[src/rtl/bcd_operand_entry_if.sv]
// Operand-entry bus: switch bank, carry switch and raw key in; captured operands out.
interface bcd_operand_entry_if;
  logic [7:0] sw;
  logic       cin_sw;
  logic       key_n;
  logic [7:0] a;
  logic [7:0] b;
  logic       cin;
  logic       operands_valid;
  logic       err;
  logic [1:0] state;

  // Drives the switches and key, observes the captured operands.
  modport master (
    output sw, cin_sw, key_n,
    input  a, b, cin, operands_valid, err, state
  );

  // The entry block itself.
  modport slave (
    input  sw, cin_sw, key_n,
    output a, b, cin, operands_valid, err, state
  );
endinterface

[src/rtl/bcd_operand_entry.sv]
// Operand entry for the 2-digit BCD adder: synchronises and debounces a single
// pushbutton, then captures operand A, then operand B plus carry-in, one press each.
// Entries whose digits are not valid BCD are rejected and flagged on err.
module bcd_operand_entry #(
  parameter int DEBOUNCE_CYCLES = 16
) (
  input  logic                clk,
  input  logic                resetn,
  bcd_operand_entry_if.slave  bus
);

  localparam int CW = $clog2(DEBOUNCE_CYCLES);
  localparam logic [CW-1:0] CNT_MAX = CW'(DEBOUNCE_CYCLES - 1);

  typedef enum logic [1:0] {
    WAIT_A = 2'b00,
    WAIT_B = 2'b01,
    READY  = 2'b10
  } state_t;

  function automatic logic is_bcd(input logic [7:0] v);
    return (v[7:4] <= 4'd9) && (v[3:0] <= 4'd9);
  endfunction

  logic          s1, s2;
  logic          stable;
  logic [CW-1:0] cnt;
  logic          press;
  logic          bcd_ok;

  state_t        state_q, state_nxt;
  logic [7:0]    a_q, a_nxt;
  logic [7:0]    b_q, b_nxt;
  logic          cin_q, cin_nxt;
  logic          vld_q, vld_nxt;
  logic          err_q, err_nxt;

  // Two-flop synchroniser; the raw key is used nowhere else.
  always_ff @(posedge clk or negedge resetn) begin
    if (!resetn) begin
      s1 <= 1'b1;
      s2 <= 1'b1;
    end else begin
      s1 <= bus.key_n;
      s2 <= s1;
    end
  end

  // Accept a level change only after it has persisted; any bounce restarts the count.
  always_ff @(posedge clk or negedge resetn) begin
    if (!resetn) begin
      stable <= 1'b1;
      cnt    <= '0;
    end else if (s2 != stable) begin
      if (cnt == CNT_MAX) begin
        stable <= s2;
        cnt    <= '0;
      end else begin
        cnt <= cnt + CW'(1);
      end
    end else begin
      cnt <= '0;
    end
  end

  // One-cycle strobe on the cycle the debounced level falls; release yields nothing.
  assign press  = (s2 != stable) && !s2 && (cnt == CNT_MAX);
  assign bcd_ok = is_bcd(bus.sw);

  // State register.
  always_ff @(posedge clk or negedge resetn) begin
    if (!resetn) state_q <= WAIT_A;
    else         state_q <= state_nxt;
  end

  // Next state: advance on an accepted press; the unused encoding falls back to WAIT_A.
  always_comb begin
    state_nxt = state_q;
    case (state_q)
      WAIT_A:  if (press && bcd_ok) state_nxt = WAIT_B;
      WAIT_B:  if (press && bcd_ok) state_nxt = READY;
      READY:   if (press)           state_nxt = WAIT_A;
      default:                      state_nxt = WAIT_A;
    endcase
  end

  // Next output values: captures and flags change only on a press, otherwise hold.
  always_comb begin
    a_nxt   = a_q;
    b_nxt   = b_q;
    cin_nxt = cin_q;
    vld_nxt = vld_q;
    err_nxt = err_q;
    if (press) begin
      case (state_q)
        WAIT_A: begin
          if (bcd_ok) begin
            a_nxt   = bus.sw;
            err_nxt = 1'b0;
          end else begin
            err_nxt = 1'b1;
          end
        end
        WAIT_B: begin
          if (bcd_ok) begin
            b_nxt   = bus.sw;
            cin_nxt = bus.cin_sw;
            vld_nxt = 1'b1;
            err_nxt = 1'b0;
          end else begin
            err_nxt = 1'b1;
          end
        end
        READY: begin
          vld_nxt = 1'b0;
          err_nxt = 1'b0;
        end
        default: ;
      endcase
    end
  end

  // Output registers keep the adder inputs glitch-free.
  always_ff @(posedge clk or negedge resetn) begin
    if (!resetn) begin
      a_q   <= '0;
      b_q   <= '0;
      cin_q <= 1'b0;
      vld_q <= 1'b0;
      err_q <= 1'b0;
    end else begin
      a_q   <= a_nxt;
      b_q   <= b_nxt;
      cin_q <= cin_nxt;
      vld_q <= vld_nxt;
      err_q <= err_nxt;
    end
  end

  assign bus.a              = a_q;
  assign bus.b              = b_q;
  assign bus.cin            = cin_q;
  assign bus.operands_valid = vld_q;
  assign bus.err            = err_q;
  assign bus.state          = state_q;

endmodule

[src/flat_wrapper.sv]
// flat-port wrapper written by rule: the top's interface ports become plain ports
module bcd_operand_entry_flat 
#(
  parameter int DEBOUNCE_CYCLES = 16
)
  (clk, resetn, bus_sw, bus_cin_sw, bus_key_n, bus_a, bus_b, bus_cin, bus_operands_valid, bus_err, bus_state);
  bcd_operand_entry_if bus_i ();
  input  logic clk;
  input  logic resetn;
  input wire logic [$bits(bus_i.sw)-1:0] bus_sw;
  input wire logic [$bits(bus_i.cin_sw)-1:0] bus_cin_sw;
  input wire logic [$bits(bus_i.key_n)-1:0] bus_key_n;
  output wire logic [$bits(bus_i.a)-1:0] bus_a;
  output wire logic [$bits(bus_i.b)-1:0] bus_b;
  output wire logic [$bits(bus_i.cin)-1:0] bus_cin;
  output wire logic [$bits(bus_i.operands_valid)-1:0] bus_operands_valid;
  output wire logic [$bits(bus_i.err)-1:0] bus_err;
  output wire logic [$bits(bus_i.state)-1:0] bus_state;
  assign bus_i.sw = bus_sw;
  assign bus_i.cin_sw = bus_cin_sw;
  assign bus_i.key_n = bus_key_n;
  assign bus_a = bus_i.a;
  assign bus_b = bus_i.b;
  assign bus_cin = bus_i.cin;
  assign bus_operands_valid = bus_i.operands_valid;
  assign bus_err = bus_i.err;
  assign bus_state = bus_i.state;
  bcd_operand_entry #(.DEBOUNCE_CYCLES(DEBOUNCE_CYCLES)) u_core (.clk(clk), .resetn(resetn), .bus(bus_i));
endmodule
[config.mk]
export PLATFORM = sky130hd
export DESIGN_NAME = bcd_operand_entry_flat
export DESIGN_NICKNAME = d
export VERILOG_FILES = /design/src/rtl/bcd_operand_entry_if.sv /design/src/rtl/bcd_operand_entry.sv /design/src/flat_wrapper.sv
export SDC_FILE = /design/constraint.sdc
export NUM_CORES = 1
export LEC_CHECK = 0
export ABC_AREA = 1
export BUFFER_PORTS_ARGS = -buffer_cell sky130_fd_sc_hd__buf_2
export CORE_AREA = 2 2 68 70
export DETAILED_ROUTE_END_ITERATION = 7
export DIE_AREA = 0 0 70 72
export PLACE_DENSITY = 0.5
export SYNTH_ARGS = -nofsm -noshare
export SYNTH_HDL_FRONTEND = slang
export SYNTH_SLANG_ARGS = --single-unit
[constraint.sdc]
create_clock -name clk -period 1.8 [get_ports clk]
set_input_delay 0.36 -clock clk [delete_from_list [all_inputs] [get_ports clk]]
set_output_delay 0.36 -clock clk [all_outputs]
set_load 0.005 [all_outputs]
# Word-level counts from Yosys, hierarchy flattened
# Index checks and enable logic that the tools add are counted.
[word_totals] ff_bits=28 output_inout_bits=21
[op_classes] add_sub_neg=1 n_lt_le_gt_ge=2 n_eq_ne=8 n_mux=10 reduce_logical=15
[op_table] op="$reduce_and 3->1" count=4
[op_table] op="$le 4x4->1 const B" count=2
[op_table] op="$mux 4" count=2
[op_table] op="$ne 2x1->1 const B" count=4
[op_table] op="$mux 2" count=3
[op_table] op="$pmux 2 s3" count=1
[op_table] op="$add 4x1->4 const B" count=1
[op_table] op="$eq 4x4->1 const B" count=1
[op_table] op="$logic_and 1x1->1" count=4
[op_table] op="$pmux 1 s2" count=2
[op_table] op="$reduce_and 2->1" count=2
[op_table] op="$reduce_bool 2->1" count=2
[op_table] op="$eq 2x1->1 const B" count=1
[op_table] op="$eq 2x2->1 const B" count=1
[op_table] op="$logic_not 2->1" count=1
[op_table] op="$mux 1" count=2
[op_table] op="$reduce_or 2->1" count=1
[op_table] op="$logic_not 1->1" count=1
[op_table] op="$ne 1x1->1" count=1

# Longest topological paths before layout
# Gate-level depths: netlist of the first run.
[depth] ltp_word=6 depth_mapped=8 depth_no_buf=8

# Worst setup path after synthesis of the first run
# OpenSTA, ideal clock, no wires.
[synth_path] path_type="flip-flop to flip-flop" from="register u_core.stable" to="register u_core.a_q[0] (netlist: u_core.bus.a[0])" setup_ns=0.117 arrival_time_ns=1.212 required_time_ns=1.683 path_slack_ns=0.471 path_stages_with_launch=8 path_buffers=1 synth_period_minus_slack_ns=1.329 cell_sequence="dfstp_2 > ha_1 > inv_1 > nor2_2 > buf_6 > nand4_4 > nand2_1 > nand2_1"
[synth_via] elab_chain_cells=4
[synth_lines] element="start, declared" line_no="bcd_operand_entry.sv:26" source="logic stable;"
[synth_lines] element="start signal, assigned" line_no="bcd_operand_entry.sv:52" source="stable <= 1'b1;"
[synth_lines] element="start signal, assigned" line_no="bcd_operand_entry.sv:56" source="stable <= s2;"
[synth_lines] element="$ne 1x1->1" line_no="bcd_operand_entry.sv:67" source="assign press = (s2 != stable) && !s2 && (cnt == CNT_MAX);"
[synth_lines] element="$logic_and 1x1->1 (2 in a row)" line_no="bcd_operand_entry.sv:67"
[synth_lines] element="$reduce_and 3->1 (no source line)"
[synth_lines] element="end signal, assigned" line_no="bcd_operand_entry.sv:132" source="a_q <= a_nxt;"
[synth_lines] element="end, declared" line_no="bcd_operand_entry.sv:32" source="logic [7:0] a_q, a_nxt;"
# No other way between the ends.
# A chain may end at the register's enable or synchronous reset.

# Worst setup path after layout of the first run
[layout_path] from="register u_core.stable" to="register u_core.a_q[6] (netlist: u_core.bus.a[6])"
# Same word-level chain as after synthesis.

==> impl_results.md, run 1 <==
- Result of the run: finished clean
- Layout cell share with drive strength beyond 1: 0.286
- CTS Buffer Depth: 2
- Layout overhead on the synthesized area: 24.8%
- Routability congestion estimate from global placement: 0.760
- IR drop worst, VDD: 313 µV
- Post-synthesis cell count: 138
- Via count of the first global-routing pass: 1,033
- Worst Setup Path Type: reg2reg
- Number of cell rows: 24
- Wire length per cell: about 12 µm
- Max-cap violations: 0
- TritonCTS clock tree: yes
- Clock transition at the registers of the reported paths: 0.09 ns
- Power share of the sequential group: 0.535
- Detailed Routing Iterations Pass 1: 4
- Setup TNS: 0 ns
- Total wire length after detailed routing: 2700 µm
- Largest driver fanout on the critical path: 19
- Most common cell after layout, fill and taps aside: sky130_fd_sc_hd__nand2_1
- Fmax: ~0.67 GHz
- Crit path top cell by count: sky130_fd_sc_hd__nand2_1
- Chip height: 72 µm
- Core ar.: 4260 µm²
- Worst Hold Margin: 0.0895 ns
- Worst slew pin tran: 0.614 ns
- Launching element of the worst setup path: u_core.stable
- Setup repair after global routing missed its margin: no
- Sw frac: 0.201
- Count of input and output buffers: 32
- Antenna Nets Post-Route: 0
- Skew-Pair Late Insertion Delay: 0.27 ns
- Number of I/O pins: 33
- Post-Syn Nets: 152
- Cell area after synthesis: 1250 µm²
- Maximum number of pins on one net before global-route repair: 29
- Netlist cell types: 19
- Mean area per synthesized cell: just over 9 µm²
- Total via count after detailed routing: 1,042
- Worst EP required: 1.97 ns
- Antenna violations before repair: 0
- Arrival time worst endpoint: 1.66 ns
- CTS Root Buffer Type: sky130_fd_sc_hd__clkbuf_8
- Worst reg2reg path startpoint: u_core.stable
- Leakage power figure: 0.870 nW
- Buf+Inv Stages, Crit Path: 2
- Delay-heaviest family, CP: flip-flops
- Delay of the slowest cell on the worst path: ~0.54 ns
- Flip-flop and latch count after synthesis: 28
- Initial Util: 0.294
- Die outline width: about 70 µm
- Final setup violation count: 0
- Element type at the critical path end: flop
- Clock sink count: 28
- Die Outline Area: 5040 µm²
- Fill cell count: ~450
- Startpoint type of the worst setup path: flop
- Post-cts hold buffer count: 0
- Global-route wire length before repair: 4610 µm
- 1st-iter DRT viols: a little under 60
- P_sw: 0.000242 W
- Htree depth: 1
- FF+latch area: 704 µm²
- Int Pwr: 0.000959 W
- Final setup skew: 0.00290 ns
- Share of power burned in combinational logic: 0.057
- Estimated wirelength of the detail-placed design: between 2000 and 2500 µm
- Number of diodes: 0
- Grt total ovfl: 0
- Post-synthesis sequential area ratio: 0.562
- Final routed DRC violation total: 0
- Fin nets: 190
- Crit path max-delay cell type: sky130_fd_sc_hd__dfstp_2
- TritonCTS buffer count: 3
- Ratio of final minimum period to clock period: 0.830
- Tightest Hold Check Type: in2async
- Power density normalized to cell area: between 700 and 800 nW/µm²
- Cells along the critical path: ha_1, inv_1, nor2_2, buf_12, nand4_4, nand2_1, nand2_1
- Max-slew violation count: 0
- Period minus WS final: 1.49 ns
- Yosys warnings: 0
- Worst slew slack as a fraction of its limit: 0.590
- Multi-input gate area: 467 µm²
- Clk network pwr share: 0.407
- Leading cell types in the layout, fill and taps excluded: sky130_fd_sc_hd__nand2_1 (50), sky130_fd_sc_hd__buf_2 (32), sky130_fd_sc_hd__dfrtp_1 (25)
- Number of failing hold endpoints at the final stage: 0
- Drt via density: 4.59
- Global routing usage summed across all routing layers: 0.112
-- worst reg2reg max path, delay by kind of cell, from the launching register on --
family | cells | cell delay, ns
flops | 1 | 0.54
simple gates | 4 | 0.47
fa+ha+maj | 1 | 0.16
buf+inv | 2 | 0.22
-- through the flow --
stage               instances  setup slack (ns)  power [W]  utilization  area, µm²
global route              227             0.155    0.00125        0.366       1560
detailed placement        222             0.165   0.000725        0.348       1480
CTS                       226             0.159    0.00122        0.365       1560
floorplan                 138             0.471   0.000683            -       1250
finish                    227             0.306    0.00120        0.366       1560
global placement          222             0.213   0.000724        0.348       1480
-- worst paths after layout --
path                                                  end  slack (ns)  cells past startpoint
worst max-delay path                      u_core.bus.a[6]        0.31                      7
worst min-delay path                      u_core.bus.a[3]        0.09                      1
worst max register to register            u_core.bus.a[6]        0.31                      7
worst min register to register                  u_core.s2        0.36                      0
max in group asynchronous       u_core.bus.operands_valid        1.31                      1
min in group clk                                u_core.s1        0.18                      1
-- cell usage after synthesis (all sizes together) --
cell type	count	share of area
a21oi	1	0.0040
buf	5	0.035
dfrtp	25	0.50
dfstp	3	0.063
ha	2	0.020
inv	10	0.030
nand2	50	0.15
nand3	3	0.016
nand4	19	0.11
nor2	13	0.045
o21ai	6	0.024
xor2	1	0.0070
-- metal layers --
metal | vias up | wire length [µm] | GRT usage
met5 | - | 0 | 0
met4 | 0 | 34 | 0.0491
met3 | 4 | 86 | 0.0194
met2 | 24 | 1270 | 0.177
met1 | 488 | 1310 | 0.153
li1 | 526 | - | -
-- kinds of logic (layout without fill, tap and decap cells) --
family	after synthesis	after routing	share of synthesized area
adder cells (fa/ha/maj)	2	2	0.0200
AO/OA/AOI/OAI	7	7	0.0280
AND/OR/NAND/NOR	85	85	0.318
buffers and inverters	15	52	0.0649
flip-flops	28	28	0.562
XOR/XNOR	1	1	0.00699
-- area by class of cell --
| cell class | instances | area share |
|---|---|---|
| well taps | 52 | 0.0416 |
| repair buffers | 38 | 0.139 |
| clock inverters | 1 | 0.0192 |
| clock buffers | 3 | 0.0264 |
| multi-input cells | 95 | 0.299 |
| inverters | 10 | 0.0240 |
| flip-flops and latches | 28 | 0.451 |
-- sequential cells by signal (all words and copies together) (netlist names), 2 cells and up --
name              count
u_core.cnt            4
u_core.bus.a          8
u_core.bus.b          8
u_core.bus.state      2
-- what timing repair did --
| item | CTS | global route |
|---|---|---|
| buffers inserted | 0 | 1 |
| gates resized for setup | 0 | 0 |
| hold endpoints to repair | 0 | 0 |
| setup endpoints to repair | 0 | 9 |
-- power by group through the flow --
stage,clock (W),sequential (W),combinational [W]
after floorplan,0,0.000654,0.0000287
after global placement,0,0.000655,0.0000690
after detailed placement,0,0.000655,0.0000698
after CTS,0.000504,0.000643,0.0000699
after global routing,0.000525,0.000644,0.0000781
final,0.000489,0.000643,0.0000689
(Power assumes the default switching activity.)
==> run 2: changes to the inputs <==
==> constraint.sdc (replaced) <==
create_clock -name clk -period 1.6 [get_ports clk]
set_input_delay 0.32 -clock clk [delete_from_list [all_inputs] [get_ports clk]]
set_output_delay 0.32 -clock clk [all_outputs]
set_load 0.005 [all_outputs]
==> run 2 against run 1 <==
- worst hold slack lost 0.047 ns
- via count shrank 2.7%
- non-clock buffer count shrank 1
- sequential cell count is the same
==> impl_results.md, run 2 (same netlist as run 1, synthesis figures left out) <==
- Routability congestion estimate from global placement: ~0.77
- Sw frac: 0.220
- Max-cap violations: 0
- TritonCTS buffer count: 3
- Number of diodes: 0
- Element type at the critical path end: flop
- Crit path max-delay cell type: sky130_fd_sc_hd__dfstp_2
- Period minus WS final: 1.44 ns
- Top Metal Used: met4
- Fill cell count: 444
- Clk network pwr share: 0.355
- TritonCTS clock tree: yes
- Clock sink count: 28
- Max-slew violation count: 0
- Non-Filler Cell Area, Final: 1530 µm²
- Worst slew pin tran: roughly 0.6 ns
- Startpoint type of the worst setup path: flop
- Worst slew slack as a fraction of its limit: 0.595
- Grt total ovfl: 0
- Setup repair after global routing missed its margin: no
- Worst reg-to-reg setup slack: 0.16 ns
- Worst EP required: 1.81 ns
- Layout cell share with drive strength beyond 1: 0.282
- Number of buffers added for setup after CTS: 0
- CTS Buffer Depth: 2
- Global-route wire length before repair: 4600 µm
- Via count of the first global-routing pass: 1,019
- Power share of the sequential group: 0.587
- Count of input and output buffers: 32
- Most common cell after layout, fill and taps aside: sky130_fd_sc_hd__nand2_1
- Ratio of final minimum period to clock period: 0.897
- Estimated wirelength of the detail-placed design: 2040 µm
- Tightest Hold Check Type: in2async
- Power density normalized to cell area: slightly above 800 nW/µm²
- P_sw: 0.000271 W
- Number of cell rows: 24
- Cells along the critical path: ha_1, inv_1, nor2_4, buf_4, nand4_1, nand2_1
- Antenna Nets Post-Route: 0
- Number of failing hold endpoints at the final stage: 0
- Clock transition at the registers of the reported paths: 0.09 ns
- Largest driver fanout on the critical path: 17
- Die outline width: 70 µm
- Met2 wire len: 1210 µm
- Chip height: 72 µm
- Core ar.: 4260 µm²
- Htree depth: 1
- Final setup violation count: 0
- Share of power burned in combinational logic: 0.058
- Launching element of the worst setup path: u_core.stable
- Worst R2R End: u_core.bus.b[6]
- Final setup skew: 0.00270 ns
- Fin nets: approximately 190
- Die Outline Area: between 5000 and 6000 µm²
- 1st-iter DRT viols: 35
- Wire length per cell: 11.6 µm
- Total wire length after detailed routing: 2610 µm
- Total via count after detailed routing: 1,014
- Delay-heaviest family, CP: flip-flops
- Worst Setup Path Type: reg2reg
- Leakage power figure: 0.856 nW
- CTS Root Buffer Type: sky130_fd_sc_hd__clkbuf_8
- Maximum number of pins on one net before global-route repair: 29
- Delay of the slowest cell on the worst path: roughly 0.54 ns
- Global routing usage summed across all routing layers: 0.113
- Setup TNS: 0 ns
- Fmax: 0.696 GHz
- IR drop worst, VDD: 348 µV
- Worst reg2reg path startpoint: u_core.stable
- Result of the run: finished clean
- Drt via density: 4.49
- Arrival time worst endpoint: 1.65 ns
- Instance area after placement: about 1500 µm²
- Final routed DRC violation total: 0
- Length of routed met3 wiring: 101 µm
- Skew-Pair Late Insertion Delay: 0.27 ns
- Leading cell types in the layout, fill and taps excluded: sky130_fd_sc_hd__nand2_1 (50), sky130_fd_sc_hd__buf_2 (32), sky130_fd_sc_hd__dfrtp_1 (25)
- Total routed wire length on the met1 layer: 1280 µm
- Buf+Inv Stages, Crit Path: 2
- Layout overhead on the synthesized area: 22.3%
- Int Pwr: 0.000961 W
- Detailed Routing Iterations Pass 1: 4
- Initial Util: 0.294
- Number of I/O pins: 33
- Worst reg-to-reg path cell count: 6
- Antenna violations before repair: 0
run 2: metal layers:
metal	global-route usage	up-vias
li1	-	529
met1	0.155	461
met2	0.183	22
met3	0.0208	2
met4	0.0363	0
met5	0	-
run 2: what timing repair did:
action | in CTS | in global routing
resized for setup | 0 | 1
hold buffers | 0 | 0
endpoints found under the hold margin | 0 | 0
endpoints found under the setup margin | 0 | 6
run 2: worst register-to-register path: cells and delay by family (launching register included):
| kind | cells | cell delay, ns |
|---|---|---|
| DFF | 1 | 0.54 |
| and+or+nand+nor | 3 | 0.39 |
| buffers and inverters | 2 | 0.30 |
| adders and majority gates | 1 | 0.16 |
run 2: worst max-delay path by stage:
| stage | slack (ns) | cells after the start | endpoint |
|---|---|---|---|
| CTS | 0.10 | 7 | u_core.bus.b[5] |
| finish | 0.16 | 6 | u_core.bus.b[6] |
| detailed placement | 0.12 | 7 | u_core.bus.b[5] |
| floorplan | 0.27 | 7 | u_core.bus.a[0] |
| global route | 0.04 | 7 | u_core.bus.b[6] |
| global placement | 0.17 | 6 | u_core.bus.b[3] |
run 2: power by group through the flow:
stage | registers [W] | logic [W] | clock network, W
2_1_floorplan | 0.000736 | 0.0000323 | 0
3_3_place_gp | 0.000736 | 0.0000722 | 0
3_5_place_dp | 0.000737 | 0.0000729 | 0
5_1_grt | 0.000725 | 0.0000816 | 0.000478
4_1_cts | 0.000723 | 0.0000730 | 0.000446
6_report | 0.000723 | 0.0000715 | 0.000438
run 2: area by class of cell:
type	count	area, µm²	share of cell area
Inverter	10	37.5	0.0245
Clock buffer	4	55.1	0.0359
Multi-Input combinational cell	95	472	0.308
Timing Repair Buffer	37	198	0.129
Sequential cell	28	704	0.460
Tap cell	52	65.1	0.0425
run 2: metrics by stage:
step | hold WS [ns] | setup WS (ns) | std cells | power [W] | utilization
6_report | 0.0427 | 0.164 | 226 | 0.00123 | 0.359
4_1_cts | 0.0760 | 0.103 | 226 | 0.00124 | 0.358
2_1_floorplan | 0.0244 | 0.271 | 138 | 0.000768 | -
5_1_grt | 0.0950 | 0.0391 | 226 | 0.00128 | 0.359
3_5_place_dp | 0.347 | 0.116 | 222 | 0.000810 | 0.345
3_3_place_gp | 0.347 | 0.172 | 222 | 0.000809 | 0.345
